==> config.mk <==
export PLATFORM = sky130hd
export DESIGN_NAME = seven_segment_scanner
export DESIGN_NICKNAME = d
export VERILOG_FILES = /design/src/rtl/board_pkg.sv /design/src/rtl/hex_to_7seg.sv /design/src/rtl/seven_segment_scanner.sv
export SDC_FILE = /design/constraint.sdc
export NUM_CORES = 1
export LEC_CHECK = 0
export CAP_MARGIN = 20
export CORE_MARGIN = 4
export CORE_UTILIZATION = 56
export DETAILED_ROUTE_END_ITERATION = 8
export GPL_TIMING_DRIVEN = 0
export PLACE_DENSITY_LB_ADDON = 0.05
export SLEW_MARGIN = 5
export SYNTH_ARGS = -nofsm -noshare
export SYNTH_HDL_FRONTEND = slang
export SYNTH_SLANG_ARGS = --single-unit
==> constraint.sdc <==
create_clock -name clk -period 3.25 [get_ports clk]
set_input_delay 0.325 -clock clk [delete_from_list [all_inputs] [get_ports clk]]
set_output_delay 0.325 -clock clk [all_outputs]
set_load 0.02 [all_outputs]
==> src/rtl/board_pkg.sv <==
// Shared constants for the seven-segment scanner: active-low segment codes
// in {g,f,e,d,c,b,a} order, the all-off code and the slot FSM state type.
package board_pkg;

   // Slot phase: anodes held off for the first part of every slot, then driven.
   typedef enum logic [0:0] {
      ST_BLANK = 1'b0,
      ST_DRIVE = 1'b1
   } scan_state_e;

   // Every cathode released (active low).
   localparam logic [6:0] SEG_OFF   = 7'h7F;

   // Hex glyphs, active low, bit 6 = g ... bit 0 = a.
   localparam logic [6:0] SEG_HEX_0 = 7'h40;
   localparam logic [6:0] SEG_HEX_1 = 7'h79;
   localparam logic [6:0] SEG_HEX_2 = 7'h24;
   localparam logic [6:0] SEG_HEX_3 = 7'h30;
   localparam logic [6:0] SEG_HEX_4 = 7'h19;
   localparam logic [6:0] SEG_HEX_5 = 7'h12;
   localparam logic [6:0] SEG_HEX_6 = 7'h02;
   localparam logic [6:0] SEG_HEX_7 = 7'h78;
   localparam logic [6:0] SEG_HEX_8 = 7'h00;
   localparam logic [6:0] SEG_HEX_9 = 7'h10;
   localparam logic [6:0] SEG_HEX_A = 7'h08;
   localparam logic [6:0] SEG_HEX_B = 7'h03;
   localparam logic [6:0] SEG_HEX_C = 7'h46;
   localparam logic [6:0] SEG_HEX_D = 7'h21;
   localparam logic [6:0] SEG_HEX_E = 7'h06;
   localparam logic [6:0] SEG_HEX_F = 7'h0E;

endpackage

==> src/rtl/hex_to_7seg.sv <==
// Combinational hex nibble to active-low seven-segment glyph decoder.
module hex_to_7seg
   import board_pkg::*;
(
   input  logic [3:0] nibble,
   output logic [6:0] seg_code
);

   // Look up the glyph for the nibble; unknown inputs fall back to all off.
   always_comb begin
      seg_code = SEG_OFF;
      case (nibble)
         4'h0:    seg_code = SEG_HEX_0;
         4'h1:    seg_code = SEG_HEX_1;
         4'h2:    seg_code = SEG_HEX_2;
         4'h3:    seg_code = SEG_HEX_3;
         4'h4:    seg_code = SEG_HEX_4;
         4'h5:    seg_code = SEG_HEX_5;
         4'h6:    seg_code = SEG_HEX_6;
         4'h7:    seg_code = SEG_HEX_7;
         4'h8:    seg_code = SEG_HEX_8;
         4'h9:    seg_code = SEG_HEX_9;
         4'hA:    seg_code = SEG_HEX_A;
         4'hB:    seg_code = SEG_HEX_B;
         4'hC:    seg_code = SEG_HEX_C;
         4'hD:    seg_code = SEG_HEX_D;
         4'hE:    seg_code = SEG_HEX_E;
         4'hF:    seg_code = SEG_HEX_F;
         default: seg_code = SEG_OFF;
      endcase
   end

endmodule

==> src/rtl/seven_segment_scanner.sv <==
// Multiplexed seven-segment display scanner. Each digit owns a slot of
// REFRESH_DIV cycles; the first BLANK_CYCLES of a slot keep every anode off
// to avoid ghosting. New display data is staged in a pending register and
// only copied into the displayed (shadow) copy at the frame boundary, so a
// frame never mixes old and new content.
module seven_segment_scanner
   import board_pkg::*;
#(
   parameter int NUM_DIGITS   = 8,
   parameter int REFRESH_DIV  = 20000,
   parameter int BLANK_CYCLES = 500
)
(
   input  logic                      clk,
   input  logic                      rst_n,
   input  logic [4*NUM_DIGITS-1:0]   value,
   input  logic [NUM_DIGITS-1:0]     digit_en,
   input  logic [NUM_DIGITS-1:0]     dp_in,
   input  logic                      update,
   output logic [NUM_DIGITS-1:0]     an,
   output logic [6:0]                seg,
   output logic                      dp_n,
   output logic                      frame_start
);

   localparam int CNT_W = $clog2(REFRESH_DIV);
   localparam int IDX_W = $clog2(NUM_DIGITS);

   localparam logic [CNT_W-1:0] CNT_LAST  = CNT_W'(REFRESH_DIV - 1);
   localparam logic [CNT_W-1:0] CNT_BLANK = CNT_W'(BLANK_CYCLES);
   localparam logic [IDX_W-1:0] IDX_LAST  = IDX_W'(NUM_DIGITS - 1);

   // Scan position
   logic [CNT_W-1:0]        cnt_r;
   logic [IDX_W-1:0]        idx_r;
   scan_state_e             state_r;
   logic [CNT_W-1:0]        cnt_next_s;
   logic [IDX_W-1:0]        idx_next_s;
   scan_state_e             state_next_s;
   logic                    slot_wrap_s;
   logic                    frame_wrap_s;

   // Staged and displayed display data
   logic [4*NUM_DIGITS-1:0] pend_value_r;
   logic [NUM_DIGITS-1:0]   pend_en_r;
   logic [NUM_DIGITS-1:0]   pend_dp_r;
   logic                    pend_valid_r;
   logic [4*NUM_DIGITS-1:0] shadow_value_r;
   logic [NUM_DIGITS-1:0]   shadow_en_r;
   logic [NUM_DIGITS-1:0]   shadow_dp_r;

   // Current digit decode
   logic [3:0]              cur_nibble_s;
   logic                    cur_en_s;
   logic                    cur_dp_s;
   logic [6:0]              cur_code_s;

   // Output staging
   logic [NUM_DIGITS-1:0]   an_next_s;
   logic [6:0]              seg_next_s;
   logic                    dp_n_next_s;
   logic                    frame_start_next_s;
   logic [NUM_DIGITS-1:0]   an_r;
   logic [6:0]              seg_r;
   logic                    dp_n_r;
   logic                    frame_start_r;

   // Next scan position: slot counter wraps into the digit index, index wraps into a new frame.
   always_comb begin
      slot_wrap_s  = (cnt_r == CNT_LAST);
      frame_wrap_s = slot_wrap_s && (idx_r == IDX_LAST);

      if (slot_wrap_s) begin
         cnt_next_s = '0;
      end else begin
         cnt_next_s = cnt_r + CNT_W'(1);
      end

      if (frame_wrap_s) begin
         idx_next_s = '0;
      end else if (slot_wrap_s) begin
         idx_next_s = idx_r + IDX_W'(1);
      end else begin
         idx_next_s = idx_r;
      end

      if (cnt_next_s < CNT_BLANK) begin
         state_next_s = ST_BLANK;
      end else begin
         state_next_s = ST_DRIVE;
      end
   end

   // Scan position registers; reset restarts at digit 0, blank phase.
   always_ff @(posedge clk or negedge rst_n) begin
      if (!rst_n) begin
         cnt_r   <= '0;
         idx_r   <= '0;
         state_r <= ST_BLANK;
      end else begin
         cnt_r   <= cnt_next_s;
         idx_r   <= idx_next_s;
         state_r <= state_next_s;
      end
   end

   // Pending stage: latest update wins until the frame boundary consumes it.
   always_ff @(posedge clk or negedge rst_n) begin
      if (!rst_n) begin
         pend_value_r <= '0;
         pend_en_r    <= '0;
         pend_dp_r    <= '0;
         pend_valid_r <= 1'b0;
      end else if (frame_wrap_s) begin
         // Boundary always drains the stage; a coincident update goes straight to shadow.
         pend_valid_r <= 1'b0;
      end else if (update) begin
         pend_value_r <= value;
         pend_en_r    <= digit_en;
         pend_dp_r    <= dp_in;
         pend_valid_r <= 1'b1;
      end
   end

   // Shadow copy changes only at the frame boundary. Reset leaves value/dp zero
   // with all digits enabled so a freshly reset display shows zeros.
   always_ff @(posedge clk or negedge rst_n) begin
      if (!rst_n) begin
         shadow_value_r <= '0;
         shadow_en_r    <= '1;
         shadow_dp_r    <= '0;
      end else if (frame_wrap_s && update) begin
         shadow_value_r <= value;
         shadow_en_r    <= digit_en;
         shadow_dp_r    <= dp_in;
      end else if (frame_wrap_s && pend_valid_r) begin
         shadow_value_r <= pend_value_r;
         shadow_en_r    <= pend_en_r;
         shadow_dp_r    <= pend_dp_r;
      end
   end

   // Pick the shadow fields of the digit currently being scanned.
   always_comb begin
      cur_nibble_s = shadow_value_r[4*int'(idx_r) +: 4];
      cur_en_s     = shadow_en_r[idx_r];
      cur_dp_s     = shadow_dp_r[idx_r];
   end

   hex_to_7seg u_hex_to_7seg (
      .nibble   (cur_nibble_s),
      .seg_code (cur_code_s)
   );

   // Output values for the current state; anodes only light an enabled digit in DRIVE.
   always_comb begin
      an_next_s          = '1;
      seg_next_s         = SEG_OFF;
      dp_n_next_s        = 1'b1;
      frame_start_next_s = (state_r == ST_BLANK) && (cnt_r == '0) && (idx_r == '0);

      if ((state_r == ST_DRIVE) && cur_en_s) begin
         an_next_s[idx_r] = 1'b0;
         seg_next_s       = cur_code_s;
         dp_n_next_s      = ~cur_dp_s;
      end else begin
         an_next_s   = '1;
         seg_next_s  = SEG_OFF;
         dp_n_next_s = 1'b1;
      end
   end

   // Registered outputs, forced dark asynchronously by reset.
   always_ff @(posedge clk or negedge rst_n) begin
      if (!rst_n) begin
         an_r          <= '1;
         seg_r         <= SEG_OFF;
         dp_n_r        <= 1'b1;
         frame_start_r <= 1'b0;
      end else begin
         an_r          <= an_next_s;
         seg_r         <= seg_next_s;
         dp_n_r        <= dp_n_next_s;
         frame_start_r <= frame_start_next_s;
      end
   end

   assign an          = an_r;
   assign seg         = seg_r;
   assign dp_n        = dp_n_r;
   assign frame_start = frame_start_r;

endmodule

==> impl_results.md <==
- Final-layout fill cell count: 780
- Vias in the first global route: ~4700
- Wire length per cell: 17.5 µm
- Xor and xnor area share after synthesis: approximately 2.1%
- Number of instances in the synthesized netlist: around 530
- Cell Pwr Density: around 510 nW/µm²
- Adder-Cell Fraction of Synth Area: under 10%
- Hold WC Path Type: in -> async
- Relative max-transition margin: between 60% and 70%
- Clock Pin Slew Worst Setup and Hold Paths: ~0.06 ns
- Max rail drop VDD: 0.487 mV
- Net load switching power: 814 µW
- Die width: 113 µm
- Post-CTS Setup Bufs: 0
- Result of the run: complete, no violations
- Synthesized area: 6170 µm²
- Switching portion of total power: a little over a fifth
- Number of failing setup endpoints in the final timing report: 0
- Global-route wire length before repair: about 23000 µm
- CTS max path bufs: 2
- Nets@finish: around 700
- Prevailing post-synth register cell: sky130_fd_sc_hd__dfrtp_1
- H-Tree Depth: 4
- Post-DP HPWL: about 9500 µm
- Number of synthesized flops with an enable pin: 0
- Setup crit start: idx_r[0]
- Worst-Skew Late Latency: around 0.53 ns
- Average vias per placed instance: ~5.8
- Worst slack at placement: roughly 0.44 ns
- Layout Skew: 0.00874 ns
- Max Cap Violations: 0
- Warnings from Yosys: 0
- Internal Dissipation: approximately 3000 µW
- Average footprint of a synthesized cell: about 12 µm²
- Relative contribution of the clock network to total power: about half
- Cts bufs inserted: 17
- Sort of element at the end of the critical path: register
- Register bit total from synthesis: between 100 and 150
- Sinks on Clock Net: approximately 130
- Core Box Area: about 11000 µm²
- Area share of and/or/nand/nor cells after synthesis: 10.4%
- Count of antenna diodes in the layout: 0
- Synth top area share: between 40 and 50%
- Ratio of cells with drive above 1 in the final layout: a little under a quarter
- Maximum fanout count along the critical path: 10
- Hold Vio Cnt, Final: 0
- Final-report max-slew violation count: 0
- Number of antenna violations at the first check in global routing: 0
- Post-synthesis mux area share: 14.7%
- DRC violation total after the first TritonRoute iteration: 360
- Routed vias: between 4000 and 5000
- Crit path time final: roughly 2.9 ns
- Worst Slack Setup Final: between 0.3 and 0.4 ns
- Worst R2R Path Depth: 9
- Max Fclk: around 350 MHz
- Dominant combinational cell family by area after synthesis: multiplexers
- Final critical-path share of the clock period: ~88%
- Clock tree from TritonCTS: yes
- Area delta synth->final: 23.8%
- Effective utilization at floorplan: between 50% and 60%
- Root buffer cell: sky130_fd_sc_hd__clkbuf_8
- Fraction of power consumed by sequential logic: a little under half
- Post-synthesis compound-gate area fraction: 11.7%
- Post-synthesis async set-or-reset flop share: 100%
- Antenna Violating Nets Remaining: 0
- Gate power share: between 6 and 7%
- Sequential area share after synthesis: a little over half
- WP data arrival: 3.32 ns
- Cell Count, Final, Fillers Out: between 700 and 800
- Remaining global-route overflow: 0
- Final GP Congestion: roughly 0.84
- Number of placed cells counting well taps: 739
- 1st-pass router iterations: 4
- Main area contributors after synthesis: sky130_fd_sc_hd__dfrtp_1 (44%), sky130_fd_sc_hd__dfstp_2 (10%), sky130_fd_sc_hd__mux2_2 (9.1%), sky130_fd_sc_hd__o22ai_1 (5.0%), sky130_fd_sc_hd__nand2_1 (4.0%)
- Nets in the synthesized netlist: 593
- Post-route core utilization: 70.8%
- Yosys top cell by area: sky130_fd_sc_hd__dfrtp_1
- Number of library cell types mapped by synthesis: 55
- Ports placed on the boundary: between 60 and 70
- Floorplan row count: 38
- FF-to-FF End: seg[0]
- IO Port Bufs: 67
- Launch instance of the worst register-to-register path: idx_r[0]
- Unrepaired setup endpoints after global routing: false
- Full die area: approximately 13000 µm²
- Type of the worst setup path: reg -> reg
- Required @ worst endpoint: around 3.7 ns
- Die Ht: 113 µm
- Worst-case register-to-register setup slack: between 0.3 and 0.4 ns
- Largest net degree at the start of global routing: a little under 90
- DRT Wirelength: ~14000 µm
- DRC errors left: 0
- Leak pwr: approximately 0.0032 µW
- Actual transition at the worst max-transition pin: between 0.5 and 0.6 ns
- Critical Path Source Type: register
- Overall fraction of global-route tracks in use: around 23%
- Fin Setup TNS: 0 ns
-- timing repair --
action | in CTS | in global routing
resized for setup | 0 | 0
hold buffers | 1 | 0
hold endpoints to repair | 36 | 0
-- synthesized netlist by cell type, types with 3 or more instances --
library cell,instances
sky130_fd_sc_hd__nor3_1,6
sky130_fd_sc_hd__nand4_1,12
sky130_fd_sc_hd__dfstp_2,24
sky130_fd_sc_hd__nand2_1,66
sky130_fd_sc_hd__buf_4,3
sky130_fd_sc_hd__xnor2_1,6
sky130_fd_sc_hd__inv_1,10
sky130_fd_sc_hd__o221ai_1,4
sky130_fd_sc_hd__buf_6,8
sky130_fd_sc_hd__o21ai_0,32
sky130_fd_sc_hd__o22ai_1,49
sky130_fd_sc_hd__buf_2,14
sky130_fd_sc_hd__mux4_2,5
sky130_fd_sc_hd__and3_1,4
sky130_fd_sc_hd__mux2i_1,6
sky130_fd_sc_hd__clkbuf_1,12
sky130_fd_sc_hd__a21oi_1,4
sky130_fd_sc_hd__xor2_1,9
sky130_fd_sc_hd__ha_1,11
sky130_fd_sc_hd__nor2_1,17
sky130_fd_sc_hd__o211ai_1,3
sky130_fd_sc_hd__nand3_1,10
sky130_fd_sc_hd__dfrtp_1,109
sky130_fd_sc_hd__mux2_2,50
sky130_fd_sc_hd__o21ai_1,18
sky130_fd_sc_hd__mux4_1,5
-- per-stage QoR --
stage | hold slack (ns) | total power [µW] | area (µm²)
CTS | 0.306 | 3890 | 7640
detailed placement | 0.289 | 2020 | 7050
floorplan | 0.0294 | 1890 | 6170
global route | 0.323 | 4010 | 7640
finish | 0.301 | 3860 | 7640
global placement | 0.457 | 2010 | 7020
-- placed cells by master, fill, tap and decap left out, types with 3 or more instances in the layout --
cell and instances:
sky130_fd_sc_hd__xnor2_1 6, sky130_fd_sc_hd__o22ai_1 49, sky130_fd_sc_hd__nand3_1 10, sky130_fd_sc_hd__mux4_1 5, sky130_fd_sc_hd__mux2_2 50, sky130_fd_sc_hd__a21oi_1 4
sky130_fd_sc_hd__o221ai_1 4, sky130_fd_sc_hd__clkdlybuf4s50_1 66, sky130_fd_sc_hd__clkbuf_1 14, sky130_fd_sc_hd__nor2_1 17, sky130_fd_sc_hd__o211ai_1 3, sky130_fd_sc_hd__xor2_1 9
sky130_fd_sc_hd__o21ai_0 32, sky130_fd_sc_hd__and3_1 4, sky130_fd_sc_hd__mux4_2 5, sky130_fd_sc_hd__clkbuf_16 16, sky130_fd_sc_hd__o21ai_1 18, sky130_fd_sc_hd__inv_1 10
sky130_fd_sc_hd__mux2i_1 6, sky130_fd_sc_hd__nand4_1 12, sky130_fd_sc_hd__ha_1 11, sky130_fd_sc_hd__dfstp_2 24, sky130_fd_sc_hd__buf_4 3, sky130_fd_sc_hd__dfrtp_1 109
sky130_fd_sc_hd__clkinv_2 4, sky130_fd_sc_hd__nor3_1 6, sky130_fd_sc_hd__buf_6 9, sky130_fd_sc_hd__buf_2 14, sky130_fd_sc_hd__clkbuf_8 6, sky130_fd_sc_hd__nand2_1 66
-- power groups by stage --
stage	logic, µW	registers [µW]	clock network, µW
final	248	1750	1870
after global placement	240	1770	0
after CTS	253	1750	1890
after global routing	275	1750	1980
after floorplan	119	1770	0
after detailed placement	251	1770	0
-- routing by layer --
layer / up-vias / track usage [%] / part of all wire [%]
li1: 2129 / - / -
met1: 2190 / 31.1 / 45
met2: 125 / 36.1 / 48
met3: 24 / 6.58 / 5.2
met4: 0 / 8.97 / 2.1
met5: - / 0 / 0
-- worst max-delay path by stage --
stage	endpoint	slack, ns
2_1_floorplan	seg[0]	0.82
3_3_place_gp	pend_value_r[4]	-3.18
3_5_place_dp	seg[0]	0.44
4_1_cts	seg[0]	0.40
5_1_grt	seg[0]	0.23
6_report	seg[0]	0.38
-- registers in the layout, indices dropped and copies added, names as in the netlist --
name / flops
pend_value_r: 32
shadow_value_r: 32
cnt_r: 15
an: 8
pend_dp_r: 8
pend_en_r: 8
shadow_dp_r: 8
shadow_en_r: 8
seg: 7
idx_r: 3
dp_n: 1
frame_start: 1
pend_valid_r: 1
state_r: 1
-- cell families after synthesis --
| kind of cell | count (synthesis) |
|---|---|
| and+or+nand+nor | 134 |
| DFF | 133 |
| AOI/OAI and AO/OA | 121 |
| muxes | 68 |
| buffers and inverters | 49 |
| xor gates and xnor gates | 15 |
| adders and majority gates | 11 |
-- final cells by class --
class	count	area, µm²	share of cell area [%]
flip-flops and latches	133	3360	43.9
multi-input cells	349	2540	33.2
repair buffers	69	709	9.28
plain buffers	37	228	2.98
well taps	140	175	2.29
clock inverters	8	96.3	1.26
clock buffers	24	490	6.42
inverters	12	45.0	0.589
-- worst max-delay path, cell delays in order (launching register included) --
cell and delay, ns:
sky130_fd_sc_hd__dfrtp_1 0.37, sky130_fd_sc_hd__buf_6 0.16, sky130_fd_sc_hd__buf_2 0.26, sky130_fd_sc_hd__mux4_2 0.52
sky130_fd_sc_hd__mux2i_1 0.44, sky130_fd_sc_hd__inv_1 0.20, sky130_fd_sc_hd__ha_1 0.29, sky130_fd_sc_hd__or3_1 0.38
sky130_fd_sc_hd__o221ai_1 0.08, sky130_fd_sc_hd__nand2_1 0.08
Power figures use the tool's default switching activity.
